<file path="src/rtl/div16_seq_pkg.sv">
// ==========================================================================
// div16_seq_pkg : shared state type and constants for the div16_seq divider
// Rev 1.0
// ==========================================================================
`default_nettype none

package div16_seq_pkg;

    localparam int DIV_W = 16;

    localparam logic [DIV_W-1:0] DIV_ZERO_Q = 16'hFFFF;

    typedef enum logic [1:0] {
        IDLE = 2'd0,
        RUN  = 2'd1,
        DONE = 2'd2
    } state_t;

endpackage

`default_nettype wire

</file>
<file path="src/rtl/div16_seq_cla.sv">
// ==========================================================================
// CLA_16Bit : 16-bit carry-lookahead adder/subtractor (C_in=1: S=B-A, C_out=borrow)
// Rev 1.0
// ==========================================================================
`default_nettype none

module CLA_16Bit (
    input  logic [15:0] A,
    input  logic [15:0] B,
    input  logic        C_in,
    output logic [15:0] S,
    output logic        C_out
);

    logic [15:0] a_eff;
    logic [15:0] p;
    logic [15:0] g;
    logic [15:0] c;
    logic [3:0]  grp_p;
    logic [3:0]  grp_g;
    logic [4:0]  gc;

    assign a_eff = A ^ {16{C_in}};
    assign p     = a_eff ^ B;
    assign g     = a_eff & B;

    genvar n;
    generate
        for (n = 0; n < 4; n++) begin : g_grp
            logic [3:0] pp;
            logic [3:0] gg;
            logic       c0;

            assign pp = p[4*n +: 4];
            assign gg = g[4*n +: 4];
            assign c0 = gc[n];

            assign c[4*n]   = c0;
            assign c[4*n+1] = gg[0] | (pp[0] & c0);
            assign c[4*n+2] = gg[1] | (pp[1] & gg[0]) | (pp[1] & pp[0] & c0);
            assign c[4*n+3] = gg[2] | (pp[2] & gg[1]) | (pp[2] & pp[1] & gg[0])
                            | (pp[2] & pp[1] & pp[0] & c0);

            assign grp_g[n] = gg[3] | (pp[3] & gg[2]) | (pp[3] & pp[2] & gg[1])
                            | (pp[3] & pp[2] & pp[1] & gg[0]);
            assign grp_p[n] = &pp;
        end
    endgenerate

    // Second lookahead level across the four 4-bit groups
    assign gc[0] = C_in;
    assign gc[1] = grp_g[0] | (grp_p[0] & gc[0]);
    assign gc[2] = grp_g[1] | (grp_p[1] & grp_g[0]) | (grp_p[1] & grp_p[0] & gc[0]);
    assign gc[3] = grp_g[2] | (grp_p[2] & grp_g[1]) | (grp_p[2] & grp_p[1] & grp_g[0])
                 | (grp_p[2] & grp_p[1] & grp_p[0] & gc[0]);
    assign gc[4] = grp_g[3] | (grp_p[3] & grp_g[2]) | (grp_p[3] & grp_p[2] & grp_g[1])
                 | (grp_p[3] & grp_p[2] & grp_p[1] & grp_g[0])
                 | (grp_p[3] & grp_p[2] & grp_p[1] & grp_p[0] & gc[0]);

    assign S     = p ^ c;
    assign C_out = gc[4] ^ C_in;

endmodule

`default_nettype wire

</file>
<file path="src/rtl/div16_seq.sv">
// ==========================================================================
// div16_seq : sequential 16-bit radix-2 restoring divider, one quotient bit per clock.
// Define DIV_SIGNED_EN for two's-complement truncating division. Rev 1.0
// ==========================================================================
`default_nettype none

module div16_seq
    import div16_seq_pkg::*;
(
    input  logic             clk,
    input  logic             rst_n,
    input  logic             start,
    input  logic [DIV_W-1:0] dividend,
    input  logic [DIV_W-1:0] divisor,
    output logic             busy,
    output logic             done,
    output logic [DIV_W-1:0] quotient,
    output logic [DIV_W-1:0] remainder,
    output logic             div_by_zero,
    output logic             ovf
);

    localparam logic [3:0] LAST_CNT = 4'(DIV_W - 1);

    state_t           state;
    state_t           state_next;
    logic             accept;
    logic             finish;
    logic [DIV_W-1:0] rem_q;
    logic [DIV_W-1:0] quo_q;
    logic [DIV_W-1:0] dvs_q;
    logic [3:0]       count;
    logic             zero_q;
    logic [DIV_W-1:0] dividend_mag;
    logic [DIV_W-1:0] divisor_mag;
    logic [DIV_W-1:0] trial;
    logic [DIV_W-1:0] diff;
    logic [DIV_W-1:0] rem_nxt;
    logic [DIV_W-1:0] quo_nxt;
    logic [DIV_W-1:0] q_fin;
    logic [DIV_W-1:0] r_fin;
    logic             borrow;
    logic             success;

    always_ff @(posedge clk or negedge rst_n) begin
        if (!rst_n) begin
            state <= IDLE;
        end else begin
            state <= state_next;
        end
    end

    always_comb begin
        state_next = state;
        busy       = 1'b0;
        done       = 1'b0;
        accept     = 1'b0;
        finish     = 1'b0;
        case (state)
            IDLE: accept = start;
            RUN: begin
                busy   = 1'b1;
                finish = (count == 4'd0);
            end
            DONE: begin
                done   = 1'b1;
                accept = start;
            end
            default: ;
        endcase
        if (accept) begin
            state_next = RUN;
        end else if (finish) begin
            state_next = DONE;
        end else if (state != RUN) begin
            state_next = IDLE;
        end
    end

`ifdef DIV_SIGNED_EN
    logic neg_q;
    logic neg_r;
    logic ovf_pend;
    logic ovf_q;

    assign dividend_mag = dividend[DIV_W-1] ? (~dividend + 16'd1) : dividend;
    assign divisor_mag  = divisor[DIV_W-1]  ? (~divisor + 16'd1)  : divisor;
    assign q_fin        = neg_q ? (~quo_nxt + 16'd1) : quo_nxt;
    assign r_fin        = neg_r ? (~rem_nxt + 16'd1) : rem_nxt;
    assign ovf          = ovf_q;

    always_ff @(posedge clk or negedge rst_n) begin
        if (!rst_n) begin
            neg_q    <= 1'b0;
            neg_r    <= 1'b0;
            ovf_pend <= 1'b0;
            ovf_q    <= 1'b0;
        end else if (accept) begin
            neg_q    <= dividend[DIV_W-1] ^ divisor[DIV_W-1];
            neg_r    <= dividend[DIV_W-1];
            ovf_pend <= (dividend == 16'h8000) && (divisor == 16'hFFFF);
            ovf_q    <= 1'b0;
        end else if (finish) begin
            ovf_q    <= ovf_pend;
        end
    end
`else
    assign dividend_mag = dividend;
    assign divisor_mag  = divisor;
    assign q_fin        = quo_nxt;
    assign r_fin        = rem_nxt;
    assign ovf          = 1'b0;
`endif

    // R[15] acts as the 17th trial bit: when set, trial+2^16 always exceeds the divisor
    assign trial   = {rem_q[DIV_W-2:0], quo_q[DIV_W-1]};
    assign success = rem_q[DIV_W-1] | ~borrow;
    assign rem_nxt = success ? diff : trial;
    assign quo_nxt = {quo_q[DIV_W-2:0], success};

    CLA_16Bit u_cla (
        .A     (dvs_q),
        .B     (trial),
        .C_in  (1'b1),
        .S     (diff),
        .C_out (borrow)
    );

    // A zero divisor makes one pass through RUN; quo_q then carries the raw dividend
    always_ff @(posedge clk or negedge rst_n) begin
        if (!rst_n) begin
            rem_q       <= '0;
            quo_q       <= '0;
            dvs_q       <= '0;
            count       <= 4'd0;
            zero_q      <= 1'b0;
            quotient    <= '0;
            remainder   <= '0;
            div_by_zero <= 1'b0;
        end else if (accept) begin
            rem_q       <= '0;
            quo_q       <= (divisor == '0) ? dividend : dividend_mag;
            dvs_q       <= divisor_mag;
            count       <= (divisor == '0) ? 4'd0 : LAST_CNT;
            zero_q      <= (divisor == '0);
            div_by_zero <= 1'b0;
        end else if (busy) begin
            rem_q <= rem_nxt;
            quo_q <= quo_nxt;
            if (finish) begin
                if (zero_q) begin
                    quotient    <= DIV_ZERO_Q;
                    remainder   <= quo_q;
                    div_by_zero <= 1'b1;
                end else begin
                    quotient    <= q_fin;
                    remainder   <= r_fin;
                end
            end else begin
                count <= count - 4'd1;
            end
        end
    end

endmodule

`default_nettype wire

</file>
<file path="config.mk">
export PLATFORM = sky130hd
export DESIGN_NAME = div16_seq
export DESIGN_NICKNAME = d
export VERILOG_FILES = /design/src/rtl/div16_seq_pkg.sv /design/src/rtl/div16_seq_cla.sv /design/src/rtl/div16_seq.sv
export SDC_FILE = /design/constraint.sdc
export NUM_CORES = 1
export LEC_CHECK = 0
export ABC_AREA = 1
export BUFFER_PORTS_ARGS = -buffer_cell sky130_fd_sc_hd__buf_2
export CAP_MARGIN = 10
export CORE_ASPECT_RATIO = 2
export CORE_MARGIN = 2
export CORE_UTILIZATION = 36
export DETAILED_ROUTE_END_ITERATION = 10
export MAX_ROUTING_LAYER = met4
export SLEW_MARGIN = 20
export SYNTH_ARGS = -nofsm -noshare
export SYNTH_HDL_FRONTEND = slang
export SYNTH_SLANG_ARGS = --single-unit
</file>
<file path="constraint.sdc">
create_clock -name clk -period 4.14 [get_ports clk]
set_input_delay 0.414 -clock clk [delete_from_list [all_inputs] [get_ports clk]]
set_output_delay 0.414 -clock clk [all_outputs]
set_load 0.01 [all_outputs]
</file>
==> results of run 1 <==
[synthesized netlist by cell type (3+ instances only)]
library cell	count	area, sq um
nand4_1	4	25.0
nand3_2	5	50.1
fa_1	3	60.1
nand2_1	123	462
inv_2	7	26.3
a21oi_1	20	100
dfrtp_1	88	2200
nor2_1	30	113
a21o_1	3	22.5
o21bai_1	17	128
nand3b_1	3	22.5
a22oi_1	11	82.6
nor2_2	5	31.3
buf_4	3	22.5
o221ai_1	15	131
ha_1	19	238
xor2_1	4	35.0
inv_1	71	267
nor4_1	3	18.8
a31oi_1	3	18.8
o21ai_0	34	170
clkbuf_1	10	37.5
buf_2	3	15.0
nand2_2	4	25.0
nand3_1	19	95.1
xnor2_1	5	43.8
o21ai_2	3	26.3
[worst reg2reg max path, cell delays in order, from the launching register on]
cell and delay (ns):
dfrtp_1 0.41, ha_1 0.36, a211oi_1 0.48, o21ai_2 0.10, inv_1 0.10, nand3_2 0.44
o21ai_0 0.54, o21bai_1 0.10
[cell families (layout without fill, tap and decap cells)]
| group | count (synthesis) | in the layout | share of synthesized area [%] |
|---|---|---|---|
| AOI/OAI and AO/OA | 112 | 112 | 15.6 |
| adders and majority gates | 22 | 22 | 6.45 |
| xor gates and xnor gates | 9 | 9 | 1.71 |
| other | 1 | 1 | 0.0812 |
| buffers and inverters | 96 | 166 | 8.64 |
| DFF | 88 | 88 | 47.7 |
| and+or+nand+nor | 205 | 205 | 19.8 |
[worst paths after layout]
path	cells past startpoint	start	to	slack (ns)
worst max register to register	7	rem_q[14]$_DFFE_PN0P_	remainder[4]$_DFFE_PN0P_	1.49
worst max-delay path	7	rem_q[14]$_DFFE_PN0P_	remainder[4]$_DFFE_PN0P_	1.49
max in group asynchronous	2	rst_n	quo_q[6]$_DFFE_PN0P_	3.02
min in group clk	3	dividend[5]	quo_q[5]$_DFFE_PN0P_	0.28
worst min register to register	2	rem_q[15]$_DFFE_PN0P_	rem_q[15]$_DFFE_PN0P_	0.49
worst min-delay path	1	rst_n	quotient[4]$_DFFE_PN0P_	0.1
[metrics by stage]
stage / instance area (sq um) / total power, mW / cells
2_1_floorplan: 4620 / 3.79 / 533
3_3_place_gp: 5080 / 4.50 / 738
3_5_place_dp: 5080 / 4.57 / 738
4_1_cts: 5370 / 5.41 / 753
5_1_grt: 5370 / 5.89 / 753
6_report: 5370 / 5.39 / 753
[metal layers]
metal	GRT usage, %	share of wire (%)	up-vias
met5	-	0	-
met4	9.75	3.7	0
met3	2.51	3.6	29
met2	36.4	55	90
met1	20.1	37	1882
li1	-	-	1879
[power by group through the flow]
stage	Combinational, mW	Sequential [mW]	Clock [mW]
2_1_floorplan	2.24	1.55	0
3_3_place_gp	2.94	1.56	0
3_5_place_dp	3.01	1.56	0
4_1_cts	3.03	1.55	0.827
5_1_grt	3.43	1.60	0.864
6_report	3.01	1.56	0.817
[sequential cells by signal, indices dropped and copies added (netlist names)]
name	count
count	4
div_by_zero	1
dvs_q	16
quo_q	16
quotient	16
rem_q	16
remainder	16
state	2
zero_q	1
[cell usage in the layout, fill, tap and decap left out, types with 7 or more instances in the layout]
cell type  Yosys  routed
nor2_1        30      30
buf_2          3      68
o21ai_0       34      34
dfrtp_1       88      88
ha_1          19      19
inv_2          7       7
a22oi_1       11      11
o221ai_1      15      15
a21oi_1       20      20
nand3_1       19      19
nand2_1      123     123
o21bai_1      17      17
inv_1         71      71
clkbuf_16      0       9
[area by class of cell]
cell class,instances,share of cell area [%]
Timing Repair Buffer,73,7.03
Tap cell,150,3.49
Clock buffer,12,4.59
Inverter,78,5.45
Multi-Input combinational cell,349,37.7
Sequential cell,88,41.0
Clock inverter,3,0.792
==> flow_summary.toml, run 1 <==
[status]
status = "finished clean"

[sta]
period_minus_slack_ns = 2.65
period_share_pct = 63.9
worstMarginPinSlew_ns = 0.683
rsz0062_at_grt = "false"
slew_headroom_pct = 54.5
fin_skew_ns = 0.00798
hold_slack_ns = 0.100
hold_violations = 0
finalMaxSlewViolations = 0
setup_tns_ns = 0
fin_ws_ns = 1.49
setup_viol = 0
fmax_mhz = 378

[cts]
cts_buffers = 9
cts_setup_buffers = 0
cts_tree = "done"
cts_sinks = 88
ctsResizeCount = 0
h-tree-depth = 3
path_clk_slew_ns = 0.07
clkLatencyLatePin_ns = 0.34
root_buffer = "clkbuf_16"
cts_hold_buf = 0
cts_buffer_depth = 2

[placement]
hpwl_mm = 9.39
place_congestion = 0.851
dp_slack_ns = 1.49
numPortBuffers = 69

[critical_path]
crit_arrival_ns = 2.87
path_cells = "ha_1 > a211oi_1 > o21ai_2 > inv_1 > nand3_2 > o21ai_0 > o21bai_1"
max_stage_delay_ns = 0.54
critical_path.startpoint_type = "flop"
cpMaxStageDelayCell = "o21ai_0"
path_class = "flop to flop"
cp_top_family = "compound AO/OA/AOI/OAI gates"
crit_fanout = 29
critical_path_required_ns = 4.36
end_kind = "flop"
cp.buffers_inverters = 1

[synthesis]
syn_area_sq_um = 4620
yosysSeqAreaShare_pct = 47.7
synth-seq-cells = 88
ys.flop_type = "dfrtp_1"
synth_fp_nets = 590
yosysWarningCount = 0
synth_cells = 533
synth-edff-count = 0
synth_cell_types = 42
syn_avg_cell_area_sq_um = 8.67
ys_async_sr_fraction_pct = 100

[drt]
via_per_inst = 5.15
drc_errors = 0
wl_per_cell_microns = 16.6
num_vias = 3880
drt_first_pass_iters = 5
wl_mm = 12.5
drt_iter0_markers = 195
postRouteAntennaNets = 0

[flow_run]
maxCapViolations = 0

[layout]
final_nets = 656
seqCellArea_sq_um = 2200
antennaDiodeCount = 0
layout-drive-gt1-share_pct = 19.1
final_util_pct = 42.8
syn2layout_area_growth_pct = 16.3
multiInputGateArea_sq_um = 2020
fillerInstances = 1254

[floorplan]
die-height_microns = 164
placeableCoreArea_sq_um = 12600
fp-row-count = 58
initial_core_util_pct = 36.8
die-width_microns = 84.1
dieArea_sq_um = 13800
ios = 71

[grt]
grt_usage_pct = 19.7
antenna_found_initial = 0
grt_pass1_wl_mm = 20.5
grt_max_degree = 52
grt_pass1_vias = 4100
grt.overflow.total = 0

[hold_path]
hp-class = "input pin to asynchronous set/reset pin"

[power_and_ir_drop]
leakagePower_nw = 2.74
p_int_mw = 2.89
seqPwrFrac_pct = 28.9
p_per_area_nw_per_um2 = 1000
clkPwrFrac_pct = 15.2
switching_power_mw = 2.50
pwr-share-comb_pct = 55.9
switching_share_pct = 46.4
ir_worst_vdd_v = 0.000395
No activity file was read; power rests on OpenSTA's default activity.
==> inputs of run 2 (changes only) <==
==> constraint.sdc (replaced) <==
create_clock -name clk -period 2.7 [get_ports clk]
set_input_delay 0.27 -clock clk [delete_from_list [all_inputs] [get_ports clk]]
set_output_delay 0.27 -clock clk [all_outputs]
set_load 0.01 [all_outputs]
==> run 2 against run 1 <==
Sequential power increased by 52%. Largest cell class unchanged. Clock skew about the same. Clock power increased by 59%. Critical endpoint is now remainder[3]$_DFFE_PN0P_.
==> flow_summary.toml, run 2 (same netlist as run 1, synthesis figures left out) <==
[drt]
drt_first_pass_iters = 4
drc_errors = 0
via_per_inst = 5.09
num_vias = 3873
drt_iter0_markers = 220
wl_per_cell_microns = 16.5
wl_mm = 12.6
postRouteAntennaNets = 0

[grt]
grt_usage_pct = 19.9
antenna_found_initial = 0
grt_pass1_vias = 4140
grt_pass1_wl_mm = 21.0
grt_max_degree = 54
grt.overflow.total = 0

[placement]
hpwl_mm = 9.50
dp_slack_ns = 0.283
place_congestion = 0.892
numPortBuffers = 69
post_dp_cell_area_sq_um = 5140

[sta]
worstMarginPinSlew_ns = 0.508
fin_ws_ns = 0.279
period_minus_slack_ns = 2.42
hold_slack_ns = 0.136
period_share_pct = 89.7
setup_tns_ns = 0
finalMaxSlewViolations = 0
rsz0062_at_grt = "false"
hold_violations = 0
fin_skew_ns = 0.00759
slew_headroom_pct = 66.1
setup_viol = 0
fmax_mhz = 413

[flow_run]
maxCapViolations = 0

[floorplan]
die-width_microns = 84.1
fp-row-count = 58
ios = 71
die-height_microns = 164
placeableCoreArea_sq_um = 12600
dieArea_sq_um = 13800
initial_core_util_pct = 36.8

[hold_path]
hp-class = "input pin to flop"

[layout]
layout-drive-gt1-share_pct = 20.3
final_cell_mix = "123 x nand2_1, 88 x dfrtp_1, 71 x inv_1"
final_common_cell = "nand2_1"
syn2layout_area_growth_pct = 18.1
final_nets = 663
finalInstanceArea_sq_um = 5460
antennaDiodeCount = 0

[cts]
cts_buffers = 9
ctsResizeCount = 0
cts_buffer_depth = 2
cts_sinks = 88
root_buffer = "clkbuf_16"
h-tree-depth = 3
cts_tree = "done"
path_clk_slew_ns = 0.07
clkLatencyLatePin_ns = 0.34

[critical_path]
end_kind = "flop"
crit_fanout = 16
crit_arrival_ns = 2.70
critical_path_required_ns = 2.98
path_class = "flop to flop"
critical_path.startpoint_type = "flop"

[power_and_ir_drop]
ir_worst_vdd_v = 0.000770
p_per_area_nw_per_um2 = 1530
total_power_mw = 8.34
leakagePower_nw = 2.79

[status]
status = "finished clean"
[run 2: power by group]
group	leakage, nW	switching, mW	internal, mW	total [mW]
combinational	1.58	2.90	1.77	4.67
sequential	1.06	0.388	1.98	2.37
clock	0.145	0.549	0.746	1.30
total	2.79	3.84	4.50	8.34
[run 2: worst paths after layout]
check                                 startpoint                        end  slack [ns]  cells past startpoint
hold reg to reg            quo_q[10]$_DFFE_PN0P_  remainder[10]$_DFFE_PN0P_        0.49                      2
setup reg to reg           quo_q[15]$_DFFE_PN0P_   remainder[3]$_DFFE_PN0P_        0.28                     12
hold / removal                       dividend[5]       quo_q[5]$_DFFE_PN0P_        0.14                      3
min in group asynchronous                  rst_n    quotient[3]$_DFFE_PN0P_        0.44                      2
setup / recovery           quo_q[15]$_DFFE_PN0P_   remainder[3]$_DFFE_PN0P_        0.28                     12
max in group asynchronous                  rst_n   quotient[10]$_DFFE_PN0P_        1.58                      3
[run 2: cell type report]
cell class	instances	area (sq um)
Clock buffer	10	239
Clock inverter	6	67.6
Fill cell	1263	7100
Inverter	78	293
Multi-Input combinational cell	349	2020
Sequential cell	88	2200
Tap cell	150	188
Timing Repair Buffer	80	445
[run 2: per-layer routing]
metal	global-route usage, %	vias up	wire, microns
met5	-	-	0
met4	7.40	0	348
met3	2.11	19	295
met2	36.9	74	7080
met1	21.6	1883	4830
li1	-	1897	-
[run 2: worst max-delay path, stage by stage (launching register included)]
cell      delay (ns)
dfrtp_1         0.40
inv_1           0.09
ha_1            0.32
nand2_1         0.09
inv_1           0.04
nand2_1         0.06
nand3_1         0.22
nand3b_1        0.22
nand3_2         0.14
buf_4           0.22
o21ai_0         0.36
nand2_1         0.11
nand2_1         0.07
[run 2: through the flow]
step | util, % | cells
6_report | 43.5 | 761
5_1_grt | 43.5 | 761
4_1_cts | 43.5 | 761
3_5_place_dp | 41.0 | 744
3_3_place_gp | 41.0 | 744
2_1_floorplan | - | 533
[run 2: repair_timing]
item	CTS	global route
hold buffers	1	0
setup buffers	0	0
hold endpoints to repair	35	0
==> inputs of run 3 (changes only) <==
--- a/config.mk
+++ b/config.mk
@@ -6,13 +6,14 @@
 export NUM_CORES = 1
 export LEC_CHECK = 0
 export ABC_AREA = 1
-export BUFFER_PORTS_ARGS = -buffer_cell sky130_fd_sc_hd__buf_2
+export BUFFER_PORTS_ARGS = -buffer_cell sky130_fd_sc_hd__buf_4
 export CAP_MARGIN = 10
 export CORE_ASPECT_RATIO = 2
 export CORE_MARGIN = 2
 export CORE_UTILIZATION = 36
 export DETAILED_ROUTE_END_ITERATION = 10
 export MAX_ROUTING_LAYER = met4
+export SKIP_LAST_GASP = 1
 export SLEW_MARGIN = 20
 export SYNTH_ARGS = -nofsm -noshare
 export SYNTH_HDL_FRONTEND = slang
==> run 3 against run 2 <==
Sequential share of layout area shrank 1.2 points. Wire length grew 1.3%. Final area grew 3.2%. Total power grew 2.7%. Clock skew is essentially flat. Maximum frequency is essentially flat. Critical endpoint is now remainder[15]$_DFFE_PN0P_. Sequential power is essentially flat. First-iteration DRC count shrank 12%. Sequential cell count is the same. Die area is the same. Largest cell class unchanged. Final cell count shrank 0.39%.
==> flow_summary.toml, run 3 (same netlist as run 1, synthesis figures left out) <==
[status]
status = "finished clean"

[drt]
drc_errors = 0
postRouteAntennaNets = 0
drt_iter0_markers = 193
drt_first_pass_iters = 4
wl_per_cell_microns = 16.8
num_vias = 3887
via_per_inst = 5.13
wl_mm = 12.7

[floorplan]
initial_core_util_pct = 36.8
die-width_microns = 84.1
die-height_microns = 164
placeableCoreArea_sq_um = 12600
fp-row-count = 58
ios = 71
dieArea_sq_um = 13800

[critical_path]
crit_fanout = 29
critical_path.startpoint_type = "flop"
reg2reg_from = "quo_q[15]$_DFFE_PN0P_"
end_kind = "flop"
crit_arrival_ns = 2.70
crit_start = "quo_q[15]$_DFFE_PN0P_"
path_class = "flop to flop"
critical_path_required_ns = 2.98

[sta]
setup_tns_ns = 0
worstMarginPinSlew_ns = 0.515
period_minus_slack_ns = 2.42
hold_violations = 0
rsz0062_at_grt = "false"
slew_headroom_pct = 65.7
finalMaxSlewViolations = 0
period_share_pct = 89.7
setup_viol = 0
fmax_mhz = 413
fin_skew_ns = 0.00756

[cts]
root_buffer = "clkbuf_16"
cts_buffer_depth = 2
cts_tree = "done"
cts_sinks = 88
cts_buffers = 9
path_clk_slew_ns = 0.07
clkLatencyLatePin_ns = 0.34
h-tree-depth = 3

[grt]
grt_usage_pct = 19.6
antenna_found_initial = 0
grt_max_degree = 54
grt.overflow.total = 0
grt_pass1_wl_mm = 20.4
grt_pass1_vias = 3933

[power_and_ir_drop]
ir_worst_vdd_v = 0.000691
p_int_mw = 4.72
seqPwrFrac_pct = 27.8
p_per_area_nw_per_um2 = 1520
leakagePower_nw = 2.85
switching_share_pct = 44.9
pwr-share-comb_pct = 56.0
switching_power_mw = 3.85
clkPwrFrac_pct = 16.3

[layout]
syn2layout_area_growth_pct = 21.9
antennaDiodeCount = 0
final_common_cell = "nand2_1"
finalInstanceArea_sq_um = 5630
final_nets = 660
layout-drive-gt1-share_pct = 19.9
final_cell_mix = "123 x nand2_1, 88 x dfrtp_1, 75 x buf_4"
finalNonFillerCells = 758

[placement]
numPortBuffers = 69
post_dp_cell_area_sq_um = 5290
hpwl_mm = 9.36
place_congestion = 0.871
dp_cells = 741

[hold_path]
min-delay-start = "dividend[7]"
hp-class = "input pin to flop"

[flow_run]
maxCapViolations = 0
==> run 3: cell type report <==
| class | instances | area, sq um |
|---|---|---|
| multi-input cells | 349 | 2020 |
| fillers | 1238 | 6920 |
| flip-flops and latches | 88 | 2200 |
| clock buffers | 11 | 253 |
| repair buffers | 77 | 593 |
| well taps | 150 | 188 |
| clock inverters | 5 | 78.8 |
| inverters | 78 | 293 |
==> run 3: worst paths after layout <==
kind,end,cells after the start,slack (ns)
worst min-delay path,quo_q[7]$_DFFE_PN0P_,3,0.14
max in group asynchronous,dvs_q[9]$_DFFE_PN0P_,3,1.59
worst max register to register,remainder[15]$_DFFE_PN0P_,13,0.28
worst max-delay path,remainder[15]$_DFFE_PN0P_,13,0.28
worst min register to register,div_by_zero$_DFFE_PN0P_,1,0.50
min in group asynchronous,remainder[2]$_DFFE_PN0P_,2,0.44
==> run 3: what timing repair did <==
action                     in CTS  in global routing
buffers inserted                0                  0
hold endpoints to repair       35                  0
hold buffers                    1                  0
resized for setup               0                  0
setup endpoints to repair       0                  0
==> run 3: power by group through the flow <==
stage	combinational, mW	clock [mW]	sequential, mW
CTS	4.83	1.41	2.38
finish	4.79	1.39	2.38
floorplan	3.43	0	2.38
global placement	4.71	0	2.38
detailed placement	4.80	0	2.39
global route	5.40	1.46	2.44
==> run 3: stage by stage <==
| step | power, mW | hold WS, ns | setup slack (ns) | utilization, % |
|---|---|---|---|---|
| 2_1_floorplan | 5.81 | -0.0256 | 0.577 | - |
| 3_3_place_gp | 7.09 | 0.267 | 0.311 | 42.1 |
| 3_5_place_dp | 7.20 | 0.267 | 0.282 | 42.1 |
| 4_1_cts | 8.62 | 0.130 | 0.266 | 44.8 |
| 5_1_grt | 9.30 | 0.140 | 0.0656 | 44.8 |
| 6_report | 8.57 | 0.136 | 0.279 | 44.8 |
==> run 3: worst max-delay path, stage by stage, from the launching register on <==
cell	delay, ns
dfrtp_1	0.39
inv_1	0.08
ha_1	0.29
nand2_1	0.07
inv_1	0.05
nand2_1	0.04
nand3_1	0.23
nand3b_1	0.17
nand3_2	0.10
buf_4	0.32
inv_1	0.19
nand2_1	0.12
nand3_1	0.18
nand2_1	0.10
==> run 3: layer usage <==
metal  global-route usage [%]  part of all wire [%]
met5                        -                     0
met1                     21.1                    38
met2                     35.9                    57
met3                     2.41                   2.5
met4                     7.84                   2.5
